**src/rtl/apple_rand_gen.sv**
```systemverilog
// apple_rand_gen: LFSR-driven apple candidate responder for the snake board.
// Optional entropy mixing of apple-eaten events: define APPLE_RAND_MIX_EN.
module apple_rand_gen #(
  parameter int          LFSR_W    = 16,
  parameter logic [15:0] SEED      = 16'hACE1,
  parameter int          MAX_TRIES = 8
) (
  input  logic       system_clk,
  input  logic       nreset,
  input  logic       enable,
  input  logic       good_collision,
  input  logic [7:0] seed_mix,
  input  logic [3:0] XMAX,
  input  logic [3:0] XMIN,
  input  logic [3:0] YMAX,
  input  logic [3:0] YMIN,
  output logic [7:0] apple_possible,
  output logic       possible_valid,
  output logic       fallback
);

  localparam logic [LFSR_W-1:0] TAPS = 16'hB400;
  localparam int TW = $clog2(MAX_TRIES + 1);
  localparam logic [TW-1:0] LAST = TW'(MAX_TRIES - 1);

  typedef enum logic [1:0] {
    IDLE   = 2'd0,
    SEARCH = 2'd1,
    DONE   = 2'd2
  } state_t;

  state_t            state_q, state_d;
  logic [LFSR_W-1:0] lfsr_q, lfsr_d;
  logic [TW-1:0]     tries_q, tries_d;
  logic [7:0]        apple_q, apple_d;
  logic              valid_q, valid_d;
  logic              fb_q, fb_d;

  logic [LFSR_W-1:0] nxt;
  logic [LFSR_W-1:0] base;
  logic [LFSR_W-1:0] raw;
  logic [7:0]        cand;
  logic [3:0]        fb_x;
  logic [3:0]        fb_y;
  logic              legal;
  logic              service;

  always_comb begin
    nxt  = {1'b0, lfsr_q[LFSR_W-1:1]} ^ (lfsr_q[0] ? TAPS : '0);
    cand = nxt[7:0];
    fb_x = XMIN + 4'd1;
    fb_y = YMIN + 4'd1;
    legal = (cand[3:0] > XMIN) && (cand[3:0] < XMAX)
         && (cand[7:4] > YMIN) && (cand[7:4] < YMAX);
    service = enable && ((state_q == IDLE) || (state_q == SEARCH));
    base = service ? nxt : lfsr_q;
  end

`ifdef APPLE_RAND_MIX_EN
  always_comb begin
    raw = base;
    if (good_collision) begin
      raw = base ^ {{(LFSR_W-8){1'b0}}, seed_mix};
    end
  end
`else
  logic unused_mix;
  assign unused_mix = ^{good_collision, seed_mix};
  assign raw = base;
`endif

  always_comb begin
    state_d = state_q;
    tries_d = tries_q;
    apple_d = apple_q;
    valid_d = 1'b0;
    fb_d    = 1'b0;
    // A zero LFSR would stick forever, so reload the seed instead.
    lfsr_d  = (raw == '0) ? SEED : raw;
    unique case (state_q)
      IDLE, SEARCH: begin
        if (service) begin
          if (legal) begin
            apple_d = cand;
            valid_d = 1'b1;
            tries_d = '0;
            state_d = DONE;
          end else if (tries_q == LAST) begin
            apple_d = {fb_y, fb_x};
            valid_d = 1'b1;
            fb_d    = 1'b1;
            tries_d = '0;
            state_d = DONE;
          end else begin
            tries_d = tries_q + 1'b1;
            state_d = SEARCH;
          end
        end else begin
          tries_d = '0;
          state_d = IDLE;
        end
      end
      DONE: begin
        if (!enable) begin
          state_d = IDLE;
        end
      end
      default: begin
        state_d = IDLE;
        tries_d = '0;
      end
    endcase
  end

  always_ff @(posedge system_clk or negedge nreset) begin
    if (!nreset) begin
      state_q <= IDLE;
      lfsr_q  <= SEED;
      tries_q <= '0;
      apple_q <= 8'h00;
      valid_q <= 1'b0;
      fb_q    <= 1'b0;
    end else begin
      state_q <= state_d;
      lfsr_q  <= lfsr_d;
      tries_q <= tries_d;
      apple_q <= apple_d;
      valid_q <= valid_d;
      fb_q    <= fb_d;
    end
  end

  assign apple_possible = apple_q;
  assign possible_valid = valid_q;
  assign fallback       = fb_q;

endmodule

```
**config.mk**
```make
export PLATFORM = sky130hd
export DESIGN_NAME = apple_rand_gen
export DESIGN_NICKNAME = d
export VERILOG_FILES = /design/src/rtl/apple_rand_gen.sv
export SDC_FILE = /design/constraint.sdc
export NUM_CORES = 1
export LEC_CHECK = 0
export ABC_AREA = 1
export BUFFER_PORTS_ARGS = -buffer_cell sky130_fd_sc_hd__buf_2
export CORE_MARGIN = 10
export CORE_UTILIZATION = 50
export CTS_CLUSTER_SIZE = 25
export DETAILED_ROUTE_END_ITERATION = 8
export GPL_TIMING_DRIVEN = 0
export HOLD_SLACK_MARGIN = 0.12
export PLACE_DENSITY = 0.81
export SLEW_MARGIN = 20
export SYNTH_ARGS = -nofsm -noshare
export SYNTH_HDL_FRONTEND = slang
export SYNTH_SLANG_ARGS = --single-unit
```
**constraint.sdc**
```tcl
create_clock -name system_clk -period 2 [get_ports system_clk]
set_clock_uncertainty 0.05 [all_clocks]
set_input_delay 0.4 -clock system_clk [delete_from_list [all_inputs] [get_ports system_clk]]
set_output_delay 0.4 -clock system_clk [all_outputs]
set_load 0.05 [all_outputs]
```
==> metrics, run 1 <==
run status=finished, final reports clean; sequential share of the synthesized area=roughly two fifths; cell chosen for the clock root=sky130_fd_sc_hd__clkbuf_8; Slew @ Worst Pin=686 ps; final number of max-transition violations=0; remaining routing DRC violations=0; width of the die=84.0 µm; largest stage delay on the critical path=570 ps; flop and latch count out of synthesis=32; cell family contributing the most delay on the critical path=simple AND/OR/NAND/NOR gates; capturing element type of the critical path=flop; TritonCTS clock tree=yes; cell area reported after detailed placement=2250 µm²; worst hold slack after final layout=100 ps; cell area after synthesis=2050 µm²; later-pin clock latency in the skew report=290 ps; highest fanout seen on the critical path=6; Fill cells=341; Die Outline Area=7060 µm²; startpoint type of the worst setup path=flop; GR Overflow Total=0; max-cap check violation count=0; Worst Path Class, Setup=reg -> reg; Critical R2R Launch=lfsr_q[7]$_DFF_PN1_; detailed placer's ending HPWL=roughly 3200 µm; critical path data required time=around 2200 ps; Chip Height=84.0 µm; WL final=approximately 4400 µm; Antenna Diode Count=0; clock transition time at the flip-flop clock pins of the worst setup and hold paths=70 ps; register-to-register setup slack=between 80 and 90 ps; via count of the first global-routing pass=1719; final std cell area, no fill=2470 µm²; highest ir drop seen on vdd=0.566 mV; complex-gate fraction of the synthesized area=6.54%; cells on worst reg2reg path=11; count of final hold-check violations=0; number of nets in the finished design=357; post-synthesis cell type count=24; count of port buffers added during placement=28; syn avg cell area=between 7 and 8 µm²; remaining antenna violation count after routing=0; post-synthesis adder-cell area fraction=10.4%; clk sinks=32; largest buffer count on any clock path=2; cells along the critical path=ha_1, nand2_1, inv_1, nand2_2, nand3_2, nor2_4, nand3_4, a21oi_4, buf_2, nand2_1, nand2_1; GP Congestion=0.813; number of I/O pins=38; post-route fraction of the period consumed by the critical path=96.0%; summed negative setup slack over all endpoints=0 ps; WP buf/inv=2; number of antenna violations at the first check in global routing=0; endpoint arrival time on the critical path=2100 ps; First DRT Iteration DRCs=50; PwrDens=1470 nW/µm²; Max H-tree Level=2; largest net degree at the start of global routing=33; wire length of the first global-routing pass=7400 µm; area growth from synthesis to layout=20.6%; dominant combinational cell family by area after synthesis=simple AND/OR/NAND/NOR gates; total power after layout=between 3 and 4 mW; type of the worst min-delay path=in -> async; setup violation total in the final timing report=0; multiplexer area fraction after synthesis=less than 1%; number of rows created at floorplan=23; final std cells w/o fill=363; detailed-router iteration count before antenna repair=4; gate count of the mapped netlist=268; number of hold-repair buffers added at the cts stage=0; most repeated library cell on the critical path=sky130_fd_sc_hd__nand2_1; Slowest cell on crit path=sky130_fd_sc_hd__dfstp_2; via count of the routed design=1750; Placed Cells=346; simple-gate portion of the synthesized area=28.3%; via density per instance=4.82; worst slew slack as a fraction of its limit=54.3%; Wirelength per Cell=12.2 µm; number of buffers inserted during clock tree synthesis=5; post-synthesis share of cell area spent on xor and xnor gates=3.42%; Leak Pwr=about 1.4 nW; Net Count, Synth=between 300 and 400; time the final worst path needs with I/O delays and setup=1920 ps; fraction of final layout cells sized beyond drive strength 1=24.0%; global-route usage over all layers=12.5%; upper clock frequency limit=521 MHz; initial core utilization=roughly 52%; area of the placeable core=around 4000 µm²; Reg2Reg Capture Point=apple_possible[5]$_DFFE_PN0P_; count of synthesis-stage warnings from yosys=0
==> worst max path at each step <==
stage                     cells past startpoint  slack, ps                 from                            end
after floorplan                              13        170  lfsr_q[5]$_DFF_PN1_  apple_possible[5]$_DFFE_PN0P_
after global placement                       14          9              YMIN[1]  apple_possible[4]$_DFFE_PN0P_
after detailed placement                     14        -10              YMIN[2]  apple_possible[4]$_DFFE_PN0P_
after CTS                                    13          4  lfsr_q[5]$_DFF_PN1_  apple_possible[3]$_DFFE_PN0P_
after global routing                         11        -50  lfsr_q[7]$_DFF_PN1_  apple_possible[4]$_DFFE_PN0P_
final                                        11         80  lfsr_q[7]$_DFF_PN1_  apple_possible[5]$_DFFE_PN0P_
==> kinds of logic after synthesis <==
| group | after synthesis |
|---|---|
| buf+inv | 51 |
| simple gates | 135 |
| flops | 32 |
| mux | 2 |
| compound gates | 23 |
| fa+ha+maj | 17 |
| xor+xnor | 8 |
==> flip-flops by register name (all words and copies together) (netlist names) <==
signal,cells
lfsr_q,16
apple_possible,8
tries_q,4
state_q,2
fallback,1
possible_valid,1
==> worst register-to-register path, delay by kind of cell, from the launching register on <==
kind,cells,cell delay (ps)
and+or+nand+nor,7,580
DFF,1,570
adders and majority gates,1,240
buffers and inverters,2,240
AOI/OAI and AO/OA,1,170
==> cells in the final DEF, fill, tap and decap left out, types with 2 or more instances in the layout <==
cell type / instances
sky130_fd_sc_hd__inv_2: 4
sky130_fd_sc_hd__nand2_1: 93
sky130_fd_sc_hd__ha_1: 17
sky130_fd_sc_hd__o21a_1: 3
sky130_fd_sc_hd__dfrtp_1: 23
sky130_fd_sc_hd__clkbuf_8: 7
sky130_fd_sc_hd__a21oi_1: 4
sky130_fd_sc_hd__mux2i_1: 2
sky130_fd_sc_hd__buf_6: 4
sky130_fd_sc_hd__nor2_4: 2
sky130_fd_sc_hd__nor2_1: 10
sky130_fd_sc_hd__dfstp_2: 8
sky130_fd_sc_hd__inv_1: 42
sky130_fd_sc_hd__buf_4: 7
sky130_fd_sc_hd__xor2_1: 8
sky130_fd_sc_hd__nand2_2: 3
sky130_fd_sc_hd__o21ai_0: 9
sky130_fd_sc_hd__nand4_1: 2
sky130_fd_sc_hd__nand2_4: 3
sky130_fd_sc_hd__nand3_1: 18
sky130_fd_sc_hd__o21ai_1: 5
sky130_fd_sc_hd__buf_2: 30
==> final cells by class <==
type                            count  area [µm²]  area share, %
Buffer                              4        45.0           1.82
Clock buffer                        7        96.3           3.90
Clock inverter                      1        30.0           1.22
Inverter                           47         176           7.14
Multi-Input combinational cell    185        1040           42.3
Sequential cell                    32         812           32.9
Tap cell                           50        62.6           2.53
Timing Repair Buffer               37         203           8.21
==> Yosys cell counts, drive strengths merged <==
| cell type | count | area (µm²) |
|---|---|---|
| dfstp | 8 | 210 |
| nand4 | 2 | 12.5 |
| or2 | 2 | 12.5 |
| nand2 | 99 | 394 |
| o21ai | 14 | 70.1 |
| o21a | 3 | 22.5 |
| inv | 46 | 173 |
| xor2 | 8 | 70.1 |
| nand3 | 20 | 113 |
| buf | 4 | 45.0 |
| dfrtp | 24 | 601 |
| mux2i | 2 | 20.0 |
| clkinv | 1 | 3.75 |
| nor2 | 12 | 47.6 |
| a21oi | 6 | 41.3 |
| ha | 17 | 213 |
==> power by group <==
part	leakage [nW]	internal [mW]	switching [mW]
Clock	0.0645	0.439	0.240
Combinational	0.976	0.621	1.14
Sequential	0.388	0.976	0.221
==> stage by stage <==
| step | setup WS (ps) | util [%] |
|---|---|---|
| floorplan | 171 | - |
| global placement | 9.45 | 56.7 |
| detailed placement | -12.8 | 56.7 |
| CTS | 4.21 | 59.9 |
| global route | -52.7 | 62.2 |
| finish | 80.1 | 62.2 |
==> what timing repair did <==
action	CTS	global route
setup endpoints to repair	0	15
gates resized for setup	0	11
buffers inserted	0	8
hold endpoints to repair	0	0
==> layer usage <==
layer  global-route usage, %  part of all wire [%]  vias up
met5                       0                     0        -
met2                    20.7                    49       29
met4                    5.78                   2.1        0
met3                    4.20                   5.0        8
met1                    14.0                    44      793
li1                        -                     -      920
Note: power is estimated with default switching activity, not from simulation.
==> run 2, diff against run 1 <==
- CORE_UTILIZATION: 50 -> 55
- PLACE_DENSITY: 0.81 -> 0.87
==> run 2 against run 1 <==
Against the previous run:
- combinational power about the same
- wire length up 2.5%
- hold slack better by 260 ps
- global-route usage up 0.97 points
- critical path depth up 1
- utilization up 5.6 points
- largest cell class unchanged
- design area down 0.20%
- highest routed layer unchanged
- die area down 7.0%
- sequential power about the same
==> metrics, run 2 (synthesis results as in run 1) <==
highest ir drop seen on vdd=0.581 mV; highest fanout seen on the critical path=7; most common library cell in the layout ignoring fill and taps=sky130_fd_sc_hd__nand2_1; setup slack after placement=-6.17 ps; clock transition time at the flip-flop clock pins of the worst setup and hold paths=60 ps; area of the placeable core=3630 µm²; number of antenna violations at the first check in global routing=0; final std cells w/o fill=359; number of buffers inserted during clock tree synthesis=5; final number of max-transition violations=0; setup violation total in the final timing report=0; WL final=approximately 4600 µm; Slew @ Worst Pin=675 ps; Wirelength per Cell=12.7 µm; internal power of the cells=1.97 mW; endpoint arrival time on the critical path=2040 ps; remaining routing DRC violations=0; area growth from synthesis to layout=20.3%; detailed-router iteration count before antenna repair=6; time the final worst path needs with I/O delays and setup=1920 ps; count of port buffers added during placement=28; part of the power in registers=33.9%; PwrDens=around 1500 nW/µm²; flip-flop count of the largest register, all copies and words added=16; flip-flop and latch area=roughly 810 µm²; GR Overflow Total=0; largest net degree at the start of global routing=33; critical path data required time=2120 ps; clk sinks=32; Clock power frac=between 15 and 20%; later-pin clock latency in the skew report=280 ps; global-route usage over all layers=13.4%; number of nets in the finished design=approximately 360; post-layout utilization of the core=67.8%; via count of the routed design=1836; cells on worst reg2reg path=12; wire length of the first global-routing pass=slightly above 7000 µm; First DRT Iteration DRCs=108; Hold Crit Depth=3; cell chosen for the clock root=sky130_fd_sc_hd__clkbuf_8; type of the worst min-delay path=in -> reg; upper clock frequency limit=520 MHz; area of the multi-input gates=around 1100 µm²; crit path setup slack, layout=between 70 and 80 ps; total power after layout=3.58 mW; capturing element type of the critical path=flop; startpoint type of the worst setup path=flop; register-to-register setup slack=80 ps; number of I/O pins=38; run status=finished, final reports clean; total net switching power=1.61 mW; Worst Path Class, Setup=reg -> reg; via density per instance=5.11; max-cap check violation count=0; Antenna Diode Count=0; count of final hold-check violations=0; worst slew slack as a fraction of its limit=55.0%; via count of the first global-routing pass=1664; Fill cells=288; fraction of final layout cells sized beyond drive strength 1=between 20% and 30%; proportion of power drawn by combinational gates=about half; initial core utilization=56.4%; largest buffer count on any clock path=2; register name with the most flops=lfsr_q; number of rows created at floorplan=22; Placed Cells=344; TritonCTS clock tree=yes; width of the die=approximately 80 µm; Chip Height=81.0 µm; Switching Fraction=45.0%; Leak Pwr=1.40 nW; highest-count cells in the layout ignoring fill and taps=sky130_fd_sc_hd__nand2_1 (93), sky130_fd_sc_hd__inv_1 (41), sky130_fd_sc_hd__buf_2 (29); remaining antenna violation count after routing=0; detailed placer's ending HPWL=3210 µm; Max H-tree Level=2; GP Congestion=0.856; Die Outline Area=6570 µm²; post-route fraction of the period consumed by the critical path=96.2%
-- run 2: path summary, 6_finish.rpt --
path | startpoint | endpoint
min | enable | state_q[1]$_DFFE_PN0P_
min reg2reg | apple_possible[0]$_DFFE_PN0P_ | apple_possible[0]$_DFFE_PN0P_
max | lfsr_q[8]$_DFF_PN0_ | apple_possible[4]$_DFFE_PN0P_
max reg2reg | lfsr_q[8]$_DFF_PN0_ | apple_possible[4]$_DFFE_PN0P_
max in group asynchronous | nreset | lfsr_q[4]$_DFF_PN0_
min in group asynchronous | nreset | tries_q[3]$_DFFE_PN0P_
-- run 2: power groups by stage --
stage               Sequential [mW]  Clock, mW  Combinational (mW)
floorplan                      1.42          0                1.00
global placement               1.20          0                1.54
detailed placement             1.21          0                1.60
CTS                            1.20      0.613                1.63
global route                   1.25      0.642                1.99
finish                         1.21      0.600                1.77
-- run 2: cell type report --
class,count,area share [%]
repair buffers,34,7.51
clock inverters,2,1.42
multi-input cells,186,43.7
plain buffers,4,1.83
clock buffers,6,2.94
well taps,48,2.44
flip-flops and latches,32,33.0
inverters,47,7.16
-- run 2: worst max-delay path, cell delays in order (launching register included) --
cell                      delay (ps)
sky130_fd_sc_hd__dfrtp_1         470
sky130_fd_sc_hd__ha_1            330
sky130_fd_sc_hd__nand2_1          60
sky130_fd_sc_hd__inv_1            60
sky130_fd_sc_hd__nand2_2          70
sky130_fd_sc_hd__nand3_1          80
sky130_fd_sc_hd__nor2_2          140
sky130_fd_sc_hd__nand3_4         150
sky130_fd_sc_hd__buf_6           170
sky130_fd_sc_hd__nand2_1          50
sky130_fd_sc_hd__nand2_1          50
sky130_fd_sc_hd__nand2_1          60
sky130_fd_sc_hd__nand2_1          50
-- run 2: metal layers --
metal / wire length, µm / GRT usage (%)
met3: 379 / 3.86
met1: 1830 / 15.4
met5: 0 / 0
met2: 2310 / 23.2
met4: 35 / 5.02
-- run 2: what timing repair did --
action / 4_1_cts / 5_1_grt
hold buffers: 1 / 0
pin swaps: 0 / 4
hold endpoints to repair: 5 / 0
cloned: 0 / 2
endpoints found under the setup margin: 2 / 12
gates resized for setup: 1 / 10
buffers inserted: 0 / 4
-- run 2: through the flow --
step           hold slack, ps  area, µm²  TNS [ps]
6_report                  362       2460         0
2_1_floorplan            54.4       2050         0
5_1_grt                   370       2460      -104
3_5_place_dp              410       2250     -6.17
3_3_place_gp              410       2250         0
4_1_cts                   368       2370         0
==> run 3, diff against run 2 <==
- RECOVER_POWER: unset -> 100
- REMOVE_ABC_BUFFERS: unset -> 1
==> run 3 against run 2 <==
Against the previous run:
- power grew 1.9%
- via count is 1.1% lower
- hold slack worse by 260 ps
- sequential share of layout area grew 0.13 points
- register-to-register slack lost 20 ps
- sequential cell count stayed put
- global-route usage is 0.091 points higher
- non-clock buffer count is 1 lower
- critical path type unchanged
==> metrics, run 3 (synthesis results as in run 1) <==
run status=finished, final reports clean; detailed-router iteration count before antenna repair=4; cell chosen for the clock root=sky130_fd_sc_hd__clkbuf_8; Placed Cells=340; TritonCTS clock tree=yes; Worst Path Class, Setup=reg -> reg; register name with the most flops=lfsr_q; detailed placer's ending HPWL=3140 µm; time the final worst path needs with I/O delays and setup=between 1500 and 2000 ps; cell area reported after detailed placement=roughly 2200 µm²; count of final hold-check violations=0; internal power of the cells=1.98 mW; Switching Fraction=about 46%; Critical R2R Launch=lfsr_q[7]$_DFF_PN1_; number of nets in the finished design=roughly 360; fraction of final layout cells sized beyond drive strength 1=between 20% and 30%; summed negative setup slack over all endpoints=0 ps; number of rows created at floorplan=22; area of the placeable core=3630 µm²; upper clock frequency limit=515 MHz; PwrDens=1480 nW/µm²; critical path data required time=2170 ps; post-layout utilization of the core=around two thirds; Die Outline Area=6570 µm²; remaining antenna violation count after routing=0; number of buffers inserted during clock tree synthesis=5; crit path setup slack, layout=56.4 ps; flip-flop and latch area=roughly 810 µm²; register-to-register setup slack=60 ps; type of the worst min-delay path=in -> async; final std cells w/o fill=about 360; wire length of the first global-routing pass=7070 µm; number of I/O pins=38; highest-count cells in the layout ignoring fill and taps=sky130_fd_sc_hd__nand2_1 (91), sky130_fd_sc_hd__inv_1 (41), sky130_fd_sc_hd__dfrtp_1 (21); flip-flop count of the largest register, all copies and words added=16; highest fanout seen on the critical path=6; largest buffer count on any clock path=2; clk sinks=32; worst slew slack as a fraction of its limit=53.9%; setup violation total in the final timing report=0; width of the die=81.0 µm; Leak Pwr=1.36 nW; final std cell area, no fill=2460 µm²; Fill cells=around 300; setup slack after placement=-155 ps; highest ir drop seen on vdd=~0.75 mV; part of the power in registers=between 30% and 40%; post-route fraction of the period consumed by the critical path=97.2%; via density per instance=5.06; most common library cell in the layout ignoring fill and taps=sky130_fd_sc_hd__nand2_1; capturing element type of the critical path=flop; GR Overflow Total=0; First DRT Iteration DRCs=129; area of the multi-input gates=1100 µm²; final number of max-transition violations=0; Wirelength per Cell=13.1 µm; GP Congestion=0.825; via count of the routed design=1816; Max H-tree Level=2; Clock power frac=16.7%; Chip Height=81.0 µm; Antenna Diode Count=0; proportion of power drawn by combinational gates=50.3%; worst hold slack after final layout=103 ps; endpoint arrival time on the critical path=2120 ps; number of hold-repair buffers added at the cts stage=0; total net switching power=~1.7 mW; startpoint type of the worst setup path=flop; global-route usage over all layers=~14%; number of antenna violations at the first check in global routing=0; max-cap check violation count=0; count of port buffers added during placement=28; clock transition time at the flip-flop clock pins of the worst setup and hold paths=roughly 70 ps; area growth from synthesis to layout=20.0%; cells on worst reg2reg path=10; Reg2Reg Capture Point=apple_possible[0]$_DFFE_PN0P_; remaining routing DRC violations=0; Slew @ Worst Pin=691 ps; later-pin clock latency in the skew report=290 ps; total power after layout=3.65 mW; WL final=approximately 4700 µm; CP startpoint=lfsr_q[7]$_DFF_PN1_; largest net degree at the start of global routing=33; initial core utilization=between 50% and 60%; via count of the first global-routing pass=1632
[run 3: area by class of cell]
| cell class | instances | area share [%] |
|---|---|---|
| Multi-Input combinational cell | 187 | 44.6 |
| Inverter | 47 | 7.18 |
| Sequential cell | 32 | 33.1 |
| Clock buffer | 6 | 2.95 |
| Clock inverter | 2 | 1.42 |
| Timing Repair Buffer | 37 | 8.24 |
| Tap cell | 48 | 2.44 |
[run 3: power by group through the flow]
stage	logic [mW]	registers, mW	clock network [mW]
floorplan	0.966	1.42	0
global placement	1.51	1.19	0
detailed placement	1.57	1.20	0
CTS	1.64	1.19	0.620
global route	2.03	1.24	0.650
finish	1.84	1.20	0.609
[run 3: worst max-delay path, cell delays in order, from the launching register on]
cell and delay [ps]:
sky130_fd_sc_hd__dfstp_2 590, sky130_fd_sc_hd__ha_4 210, sky130_fd_sc_hd__nand2_2 60, sky130_fd_sc_hd__inv_2 40, sky130_fd_sc_hd__nand2_2 80, sky130_fd_sc_hd__nand3_2 80, sky130_fd_sc_hd__nor2_4 160, sky130_fd_sc_hd__nand3_4 160
sky130_fd_sc_hd__a21oi_4 250, sky130_fd_sc_hd__nand2_1 90, sky130_fd_sc_hd__nand2_1 80
[run 3: metal layers]
metal  GRT usage [%]  vias to the layer above  wire length, µm
met5               0                        -                0
met4            5.71                        0              100
met3            3.97                       13              231
met2            22.9                       48             2340
met1            15.6                      839             2030
li1                -                      916                -
[run 3: worst max path at each step]
stage,endpoint,slack (ps),cells past startpoint
after global placement,apple_possible[0]$_DFFE_PN0P_,-50,13
after CTS,apple_possible[1]$_DFFE_PN0P_,4,12
after global routing,apple_possible[2]$_DFFE_PN0P_,-30,12
final,apple_possible[0]$_DFFE_PN0P_,60,10
after detailed placement,apple_possible[7]$_DFFE_PN0P_,-160,13
after floorplan,apple_possible[0]$_DFFE_PN0P_,140,12
[run 3: timing repair]
| item | in CTS | in global routing |
|---|---|---|
| setup buffers | 2 | 7 |
| resized for setup | 2 | 15 |
| pin swaps | 2 | 6 |
| setup endpoints to repair | 10 | 15 |
| cloned | 1 | 1 |
